## config.mk

```make
export PLATFORM = sky130hd
export DESIGN_NAME = uart_tx_arbiter_flat
export DESIGN_NICKNAME = d
export VERILOG_FILES = /design/src/rtl/uart_tx_arbiter_if.sv /design/src/rtl/uart_tx_arbiter.sv /design/src/flat_wrapper.sv
export SDC_FILE = /design/constraint.sdc
export NUM_CORES = 1
export LEC_CHECK = 0
export BUFFER_PORTS_ARGS = -buffer_cell sky130_fd_sc_hd__buf_4
export CAP_MARGIN = 20
export CORE_ASPECT_RATIO = 0.9
export CORE_MARGIN = 4
export CORE_UTILIZATION = 45
export CTS_CLUSTER_DIAMETER = 80
export DETAILED_ROUTE_END_ITERATION = 7
export GPL_TIMING_DRIVEN = 0
export PLACE_DENSITY_LB_ADDON = 0.2
export SYNTH_ARGS = -nofsm -noshare
export SYNTH_HDL_FRONTEND = slang
export SYNTH_SLANG_ARGS = --single-unit
```

## constraint.sdc

```tcl
create_clock -name clk -period 3.83 [get_ports clk]
set_clock_uncertainty 0.15 [all_clocks]
set_input_delay 0.383 -clock clk [delete_from_list [all_inputs] [get_ports clk]]
set_output_delay 0.383 -clock clk [all_outputs]
set_load 0.01 [all_outputs]
```

## src/rtl/uart_tx_arbiter_if.sv

```systemverilog
// Requester/transmitter-side signal bundle of uart_tx_arbiter.
// The master modport drives requests and tx_busy; the arbiter uses the slave modport.
interface uart_tx_arbiter_if #(
    parameter int N_REQ = 4
);
    logic [N_REQ-1:0]         req_valid;
    logic [8*N_REQ-1:0]       req_data;
    logic [N_REQ-1:0]         req_last;
    logic [N_REQ-1:0]         req_ready;
    logic                     tx_start;
    logic [7:0]               tx_data;
    logic                     tx_busy;
    logic [$clog2(N_REQ)-1:0] grant_id;
    logic                     locked;
    logic                     err_start;

    modport master (
        output req_valid, req_data, req_last, tx_busy,
        input  req_ready, tx_start, tx_data, grant_id, locked, err_start
    );

    modport slave (
        input  req_valid, req_data, req_last, tx_busy,
        output req_ready, tx_start, tx_data, grant_id, locked, err_start
    );
endinterface

```

## src/rtl/uart_tx_arbiter.sv

```systemverilog
// Shares one UART transmitter among N_REQ byte sources: round-robin per packet,
// packet lock with idle timeout, and a sticky flag when tx_busy never answers tx_start.
module uart_tx_arbiter #(
    parameter int N_REQ         = 4,
    parameter int LOCK_TIMEOUT  = 1024,
    parameter int START_TIMEOUT = 8
) (
    input  logic             clk,
    input  logic             rst,
    uart_tx_arbiter_if.slave bus
);
    localparam int GW  = $clog2(N_REQ);
    localparam int LCW = $clog2(LOCK_TIMEOUT + 1);
    localparam int SCW = $clog2(START_TIMEOUT + 1);

    typedef enum logic [2:0] {
        S_IDLE    = 3'd0,
        S_START   = 3'd1,
        S_WAIT_HI = 3'd2,
        S_WAIT_LO = 3'd3,
        S_HOLD    = 3'd4
    } state_t;

    state_t          state_r;
    logic [GW-1:0]   rr_last_r;
    logic [GW-1:0]   grant_id_r;
    logic [LCW-1:0]  idle_cnt_r;
    logic [SCW-1:0]  start_cnt_r;
    logic [7:0]      tx_data_r;
    logic            tx_start_r;
    logic            locked_r;
    logic            err_start_r;

    logic [GW:0]      pick_s;
    logic             accept_s;
    logic [GW-1:0]    sel_s;
    logic [N_REQ-1:0] ready_s;
    logic [7:0]       byte_s;
    logic             last_s;

    // First valid requester after 'last', wrapping; MSB of the result flags a hit.
    function automatic logic [GW:0] rr_pick(input logic [GW-1:0] last,
                                            input logic [N_REQ-1:0] valid);
        logic [GW:0]   res;
        logic [GW-1:0] idx;
        res = '0;
        for (int k = 1; k <= N_REQ; k++) begin
            idx = GW'((int'(last) + k) % N_REQ);
            if (!res[GW] && valid[idx]) begin
                res = {1'b1, idx};
            end
        end
        return res;
    endfunction

    // Accept decision: IDLE arbitrates, HOLD serves only the lock owner, never while tx_busy.
    always_comb begin
        pick_s   = rr_pick(rr_last_r, bus.req_valid);
        accept_s = 1'b0;
        sel_s    = grant_id_r;
        if (rst || bus.tx_busy) begin
            accept_s = 1'b0;
        end else if (state_r == S_IDLE) begin
            accept_s = pick_s[GW];
            sel_s    = pick_s[GW-1:0];
        end else if (state_r == S_HOLD) begin
            accept_s = bus.req_valid[grant_id_r];
        end else begin
            accept_s = 1'b0;
        end
    end

    // One-hot ready pulse and the selected requester's byte.
    always_comb begin
        ready_s = '0;
        if (accept_s) begin
            ready_s[sel_s] = 1'b1;
        end else begin
            ready_s = '0;
        end
        byte_s = bus.req_data[{sel_s, 3'b000} +: 8];
        last_s = bus.req_last[sel_s];
    end

    // Arbitration FSM with all outputs registered.
    always_ff @(posedge clk) begin
        if (rst) begin
            state_r     <= S_IDLE;
            rr_last_r   <= GW'(N_REQ - 1);
            grant_id_r  <= '0;
            idle_cnt_r  <= '0;
            start_cnt_r <= '0;
            tx_data_r   <= 8'h00;
            tx_start_r  <= 1'b0;
            locked_r    <= 1'b0;
            err_start_r <= 1'b0;
        end else begin
            tx_start_r <= 1'b0;
            case (state_r)
                S_IDLE: begin
                    if (accept_s) begin
                        tx_data_r  <= byte_s;
                        grant_id_r <= sel_s;
                        locked_r   <= ~last_s;
                        tx_start_r <= 1'b1;
                        state_r    <= S_START;
                    end
                end
                S_START: begin
                    start_cnt_r <= SCW'(1);
                    state_r     <= S_WAIT_HI;
                end
                S_WAIT_HI: begin
                    if (bus.tx_busy) begin
                        state_r <= S_WAIT_LO;
                    end else if (start_cnt_r == SCW'(START_TIMEOUT - 1)) begin
                        // Transmitter never answered: flag it and retire the byte.
                        err_start_r <= 1'b1;
                        if (locked_r) begin
                            idle_cnt_r <= '0;
                            state_r    <= S_HOLD;
                        end else begin
                            rr_last_r <= grant_id_r;
                            state_r   <= S_IDLE;
                        end
                    end else begin
                        start_cnt_r <= start_cnt_r + SCW'(1);
                    end
                end
                S_WAIT_LO: begin
                    if (!bus.tx_busy) begin
                        if (locked_r) begin
                            idle_cnt_r <= '0;
                            state_r    <= S_HOLD;
                        end else begin
                            rr_last_r <= grant_id_r;
                            state_r   <= S_IDLE;
                        end
                    end
                end
                S_HOLD: begin
                    if (accept_s) begin
                        tx_data_r  <= byte_s;
                        locked_r   <= ~last_s;
                        tx_start_r <= 1'b1;
                        idle_cnt_r <= '0;
                        state_r    <= S_START;
                    end else if (bus.req_valid[grant_id_r]) begin
                        idle_cnt_r <= idle_cnt_r;
                    end else if (idle_cnt_r == LCW'(LOCK_TIMEOUT - 1)) begin
                        locked_r   <= 1'b0;
                        rr_last_r  <= grant_id_r;
                        idle_cnt_r <= '0;
                        state_r    <= S_IDLE;
                    end else begin
                        idle_cnt_r <= idle_cnt_r + LCW'(1);
                    end
                end
                default: begin
                    state_r <= S_IDLE;
                end
            endcase
        end
    end

    assign bus.req_ready = ready_s;
    assign bus.tx_start  = tx_start_r;
    assign bus.tx_data   = tx_data_r;
    assign bus.grant_id  = grant_id_r;
    assign bus.locked    = locked_r;
    assign bus.err_start = err_start_r;
endmodule

```

## src/flat_wrapper.sv

```systemverilog
// flat-port wrapper written by rule: the top's interface ports become plain ports
module uart_tx_arbiter_flat 
#(
    parameter int N_REQ         = 4,
    parameter int LOCK_TIMEOUT  = 1024,
    parameter int START_TIMEOUT = 8
)
  (clk, rst, bus_req_valid, bus_req_data, bus_req_last, bus_tx_busy, bus_req_ready, bus_tx_start, bus_tx_data, bus_grant_id, bus_locked, bus_err_start);
  uart_tx_arbiter_if #(.N_REQ(N_REQ)) bus_i ();
  input  logic clk;
  input  logic rst;
  input wire logic [$bits(bus_i.req_valid)-1:0] bus_req_valid;
  input wire logic [$bits(bus_i.req_data)-1:0] bus_req_data;
  input wire logic [$bits(bus_i.req_last)-1:0] bus_req_last;
  input wire logic [$bits(bus_i.tx_busy)-1:0] bus_tx_busy;
  output wire logic [$bits(bus_i.req_ready)-1:0] bus_req_ready;
  output wire logic [$bits(bus_i.tx_start)-1:0] bus_tx_start;
  output wire logic [$bits(bus_i.tx_data)-1:0] bus_tx_data;
  output wire logic [$bits(bus_i.grant_id)-1:0] bus_grant_id;
  output wire logic [$bits(bus_i.locked)-1:0] bus_locked;
  output wire logic [$bits(bus_i.err_start)-1:0] bus_err_start;
  assign bus_i.req_valid = bus_req_valid;
  assign bus_i.req_data = bus_req_data;
  assign bus_i.req_last = bus_req_last;
  assign bus_i.tx_busy = bus_tx_busy;
  assign bus_req_ready = bus_i.req_ready;
  assign bus_tx_start = bus_i.tx_start;
  assign bus_tx_data = bus_i.tx_data;
  assign bus_grant_id = bus_i.grant_id;
  assign bus_locked = bus_i.locked;
  assign bus_err_start = bus_i.err_start;
  uart_tx_arbiter #(.N_REQ(N_REQ), .LOCK_TIMEOUT(LOCK_TIMEOUT), .START_TIMEOUT(START_TIMEOUT)) u_core (.clk(clk), .rst(rst), .bus(bus_i));
endmodule
```

==> metrics.txt <==
buffer and inverter count on the worst path 3; total setup buffers inserted after CTS 0; post-route design area 2600 sq um; vias in the first global route ~1900; most frequent standard cell in the layout excluding fill and tap cells sky130_fd_sc_hd__buf_4; core utilization of the finished layout 0.625; PortBufs just under 60; RSZ-0062 raised after global routing false; cell taking the most area after synthesis sky130_fd_sc_hd__dfxtp_1; Final Cycle Share 0.771; Clk Latency, worst-skew pair approximately 280 ps; most frequent cells in the layout sky130_fd_sc_hd__buf_4, sky130_fd_sc_hd__dfxtp_1, sky130_fd_sc_hd__nor2_1; global-route wire length before repair 8470 um; data required time at the worst endpoint 3300 ps; ranking of synthesized cells by area sky130_fd_sc_hd__dfxtp_1, sky130_fd_sc_hd__nor2_1, sky130_fd_sc_hd__nand2_1; routability congestion estimate from global placement 0.875; min Tclk post-route 2950 ps; syn_area_per_cell 8.14 sq um; peak fanout along the critical path 10; ys flop type sky130_fd_sc_hd__dfxtp_1; layout cell share with drive strength beyond 1 0.297; post-synth design cell area 1990 sq um; ratio of routed vias to standard cells 5.29; net count after synthesis ~290; min-delay worst type input pin to flip-flop; count of antenna-violating nets left after detailed routing 0; r2r worst-path depth 9; DRT Pass-1 Iters 4; total number of vias around 2000; Initial Utilization 0.478; nature of the critical path endpoint output port; critical path data arrival time 2420 ps; clock tree from TritonCTS yes; total routed wirelength 5010 um; Static Leak 1.05 nW; area of the core region 4160 sq um; largest incremental delay on the critical path 450 ps; estimated wirelength of the detail-placed design 3790 um; number of synthesized flops with an enable pin 0; Distinct cells, synth 53; CTS Hold Buffers Added 0; number of antenna violations at the first check in global routing 0; async set-reset flop share out of synthesis 0; sequential-to-total area share from yosys stat 0.332; slew at the pin closest to its max-slew limit ~610 ps; Die Height 71.0 um; Reg-to-Reg End u_core.bus.tx_data[4]$_SDFFE_PP0P_; series of cell instances along the critical path buf_2 -> nor2_2 -> nand3b_1 -> nor2_1 -> a22oi_2 -> inv_1 -> nor3_2 -> buf_4; Post-Syn Instances about 240; Crit Reg-Reg Startpoint u_core.state_r[1]$_SDFFE_PP0P_; family of cells with the greatest summed delay on the critical path simple AND/OR/NAND/NOR gates; number of buffers created by CTS 5; fraction of synthesized cell area taken by the top area cell type 0.332; run status completed; Slowest-stage cell, CP sky130_fd_sc_hd__nor3_2; Iter 0 DRT Violations around 160; cell count along the critical path 8; final cell count without fillers 370; area enclosed by the die boundary between 5000 and 6000 sq um; number of warnings printed during yosys synthesis 0; number of DRC violations after detailed routing 0; Gates resized, CTS repair 0; DP Cell Count 362; number of sinks handled by clock tree synthesis 33; overall power after layout 1.04 mW; worst vdd rail ir drop approximately 0.26 mV; crit path kind flip-flop to output port; aggregate negative setup slack 0 ps; Crit. Startpoint u_core.state_r[1]$_SDFFE_PP0P_; maximum clock insertion buffer count 2; worst setup path endpoint bus_req_ready[0]; H-Tree Depth 2; PD cells 401 nW/um^2; final critical-path setup slack 875 ps; grt ovf 0; setup slack at placement 1070 ps; setup slack of the worst register-to-register path 1330 ps; Synth Register Bits 33; Total GRT Usage 0.187; Fmax achieved 338 MHz; maximum number of pins on one net before global-route repair 11; number of I/O pins 60; hold violation total from the final report 0; number of slew-limit violations in the final report 0; Max-Cap Viols 0; area added between synthesis and finish 30.8%; overall die width 78.0 um; # rows 22; total number of nets in the final design around 350; final-layout fill cell count 375; post-place instance area 2500 sq um; average wire per cell in the routed design around 14 um; area of the multi-input gates 1210 sq um; post-route worst hold slack 212 ps; remaining max-slew budget at the tightest pin 0.590; final setup violating endpoints 0; area used by sequential logic in the layout around 660 sq um; Ant. Diodes 0; buffer cell driving the clock tree root sky130_fd_sc_hd__clkbuf_8; Setup crit start kind flip-flop; Clock transition at path regs 70 ps
registers in the layout, indices dropped and copies added, names as in the netlist:
register / cells
u_core.bus.err_start: 1
u_core.bus.grant_id: 2
u_core.rr_last_r: 2
u_core.start_cnt_r: 4
u_core.bus.locked: 1
u_core.idle_cnt_r: 11
u_core.state_r: 3
u_core.bus.tx_start: 1
u_core.bus.tx_data: 8
tightest hold or removal path: stages:
cell,delay [ps]
sky130_fd_sc_hd__buf_4,100
sky130_fd_sc_hd__inv_1,40
sky130_fd_sc_hd__a221oi_1,60
Yosys cell counts, types with 2 or more instances:
cell and n:
sky130_fd_sc_hd__a211oi_1 4, sky130_fd_sc_hd__a21oi_1 14, sky130_fd_sc_hd__a221o_1 2, sky130_fd_sc_hd__a221oi_1 8, sky130_fd_sc_hd__a22o_1 2, sky130_fd_sc_hd__buf_2 3
sky130_fd_sc_hd__clkbuf_1 5, sky130_fd_sc_hd__dfxtp_1 33, sky130_fd_sc_hd__ha_1 2, sky130_fd_sc_hd__inv_1 15, sky130_fd_sc_hd__mux2_2 6, sky130_fd_sc_hd__mux2i_1 6
sky130_fd_sc_hd__nand2_1 25, sky130_fd_sc_hd__nand2b_1 4, sky130_fd_sc_hd__nand3_1 6, sky130_fd_sc_hd__nand3b_1 2, sky130_fd_sc_hd__nand4_1 2, sky130_fd_sc_hd__nor2_1 30
sky130_fd_sc_hd__nor2b_1 3, sky130_fd_sc_hd__nor3_1 5, sky130_fd_sc_hd__nor3_2 2, sky130_fd_sc_hd__o21a_1 3, sky130_fd_sc_hd__o21ai_0 11, sky130_fd_sc_hd__o21bai_1 3
sky130_fd_sc_hd__o221ai_1 6, sky130_fd_sc_hd__o22ai_1 2, sky130_fd_sc_hd__o311ai_0 2, sky130_fd_sc_hd__or2_2 4, sky130_fd_sc_hd__or3_1 2, sky130_fd_sc_hd__xnor2_1 6
sky130_fd_sc_hd__xor2_1 4
kinds of logic after synthesis:
kind of cell	share of synthesized area
simple gates	0.232
compound gates	0.246
flops	0.332
buf+inv	0.0567
mux	0.0756
xor+xnor	0.0441
fa+ha+maj	0.0126
cell type report:
class,instances,share of cell area
plain buffers,10,0.0202
clock buffers,7,0.0371
clock inverters,1,0.00193
inverters,16,0.0231
multi-input cells,185,0.467
flip-flops and latches,33,0.254
well taps,60,0.0289
repair buffers,58,0.168
where the power goes:
group	switching (mW)	internal, mW	total (mW)
Clock	0.127	0.162	0.290
Sequential	0.0300	0.376	0.406
Combinational	0.188	0.157	0.345
Total	0.346	0.695	1.04
per-layer routing:
layer | share of wire | wire length, um | track usage | vias to the layer above
met2 | 0.48 | 2420 | 0.302 | 47
met1 | 0.45 | 2270 | 0.239 | 899
li1 | - | - | - | 1005
met4 | 0.012 | 59 | 0.0641 | 0
met3 | 0.052 | 258 | 0.0522 | 7
met5 | 0 | 0 | 0 | -
worst min-delay path by stage:
stage	startpoint	end	slack (ps)	cells after the start
6_report	bus_req_data[3]	u_core.bus.tx_data[3]$_SDFFE_PP0P_	210	3
2_1_floorplan	u_core.idle_cnt_r[10]$_SDFFE_PP0P_	u_core.idle_cnt_r[10]$_SDFFE_PP0P_	270	2
3_5_place_dp	u_core.idle_cnt_r[10]$_SDFFE_PP0P_	u_core.idle_cnt_r[10]$_SDFFE_PP0P_	290	2
3_3_place_gp	u_core.idle_cnt_r[10]$_SDFFE_PP0P_	u_core.idle_cnt_r[10]$_SDFFE_PP0P_	290	2
4_1_cts	bus_req_data[7]	u_core.bus.tx_data[7]$_SDFFE_PP0P_	210	3
5_1_grt	bus_req_data[3]	u_core.bus.tx_data[3]$_SDFFE_PP0P_	220	3
Power figures use the tool's default switching activity.
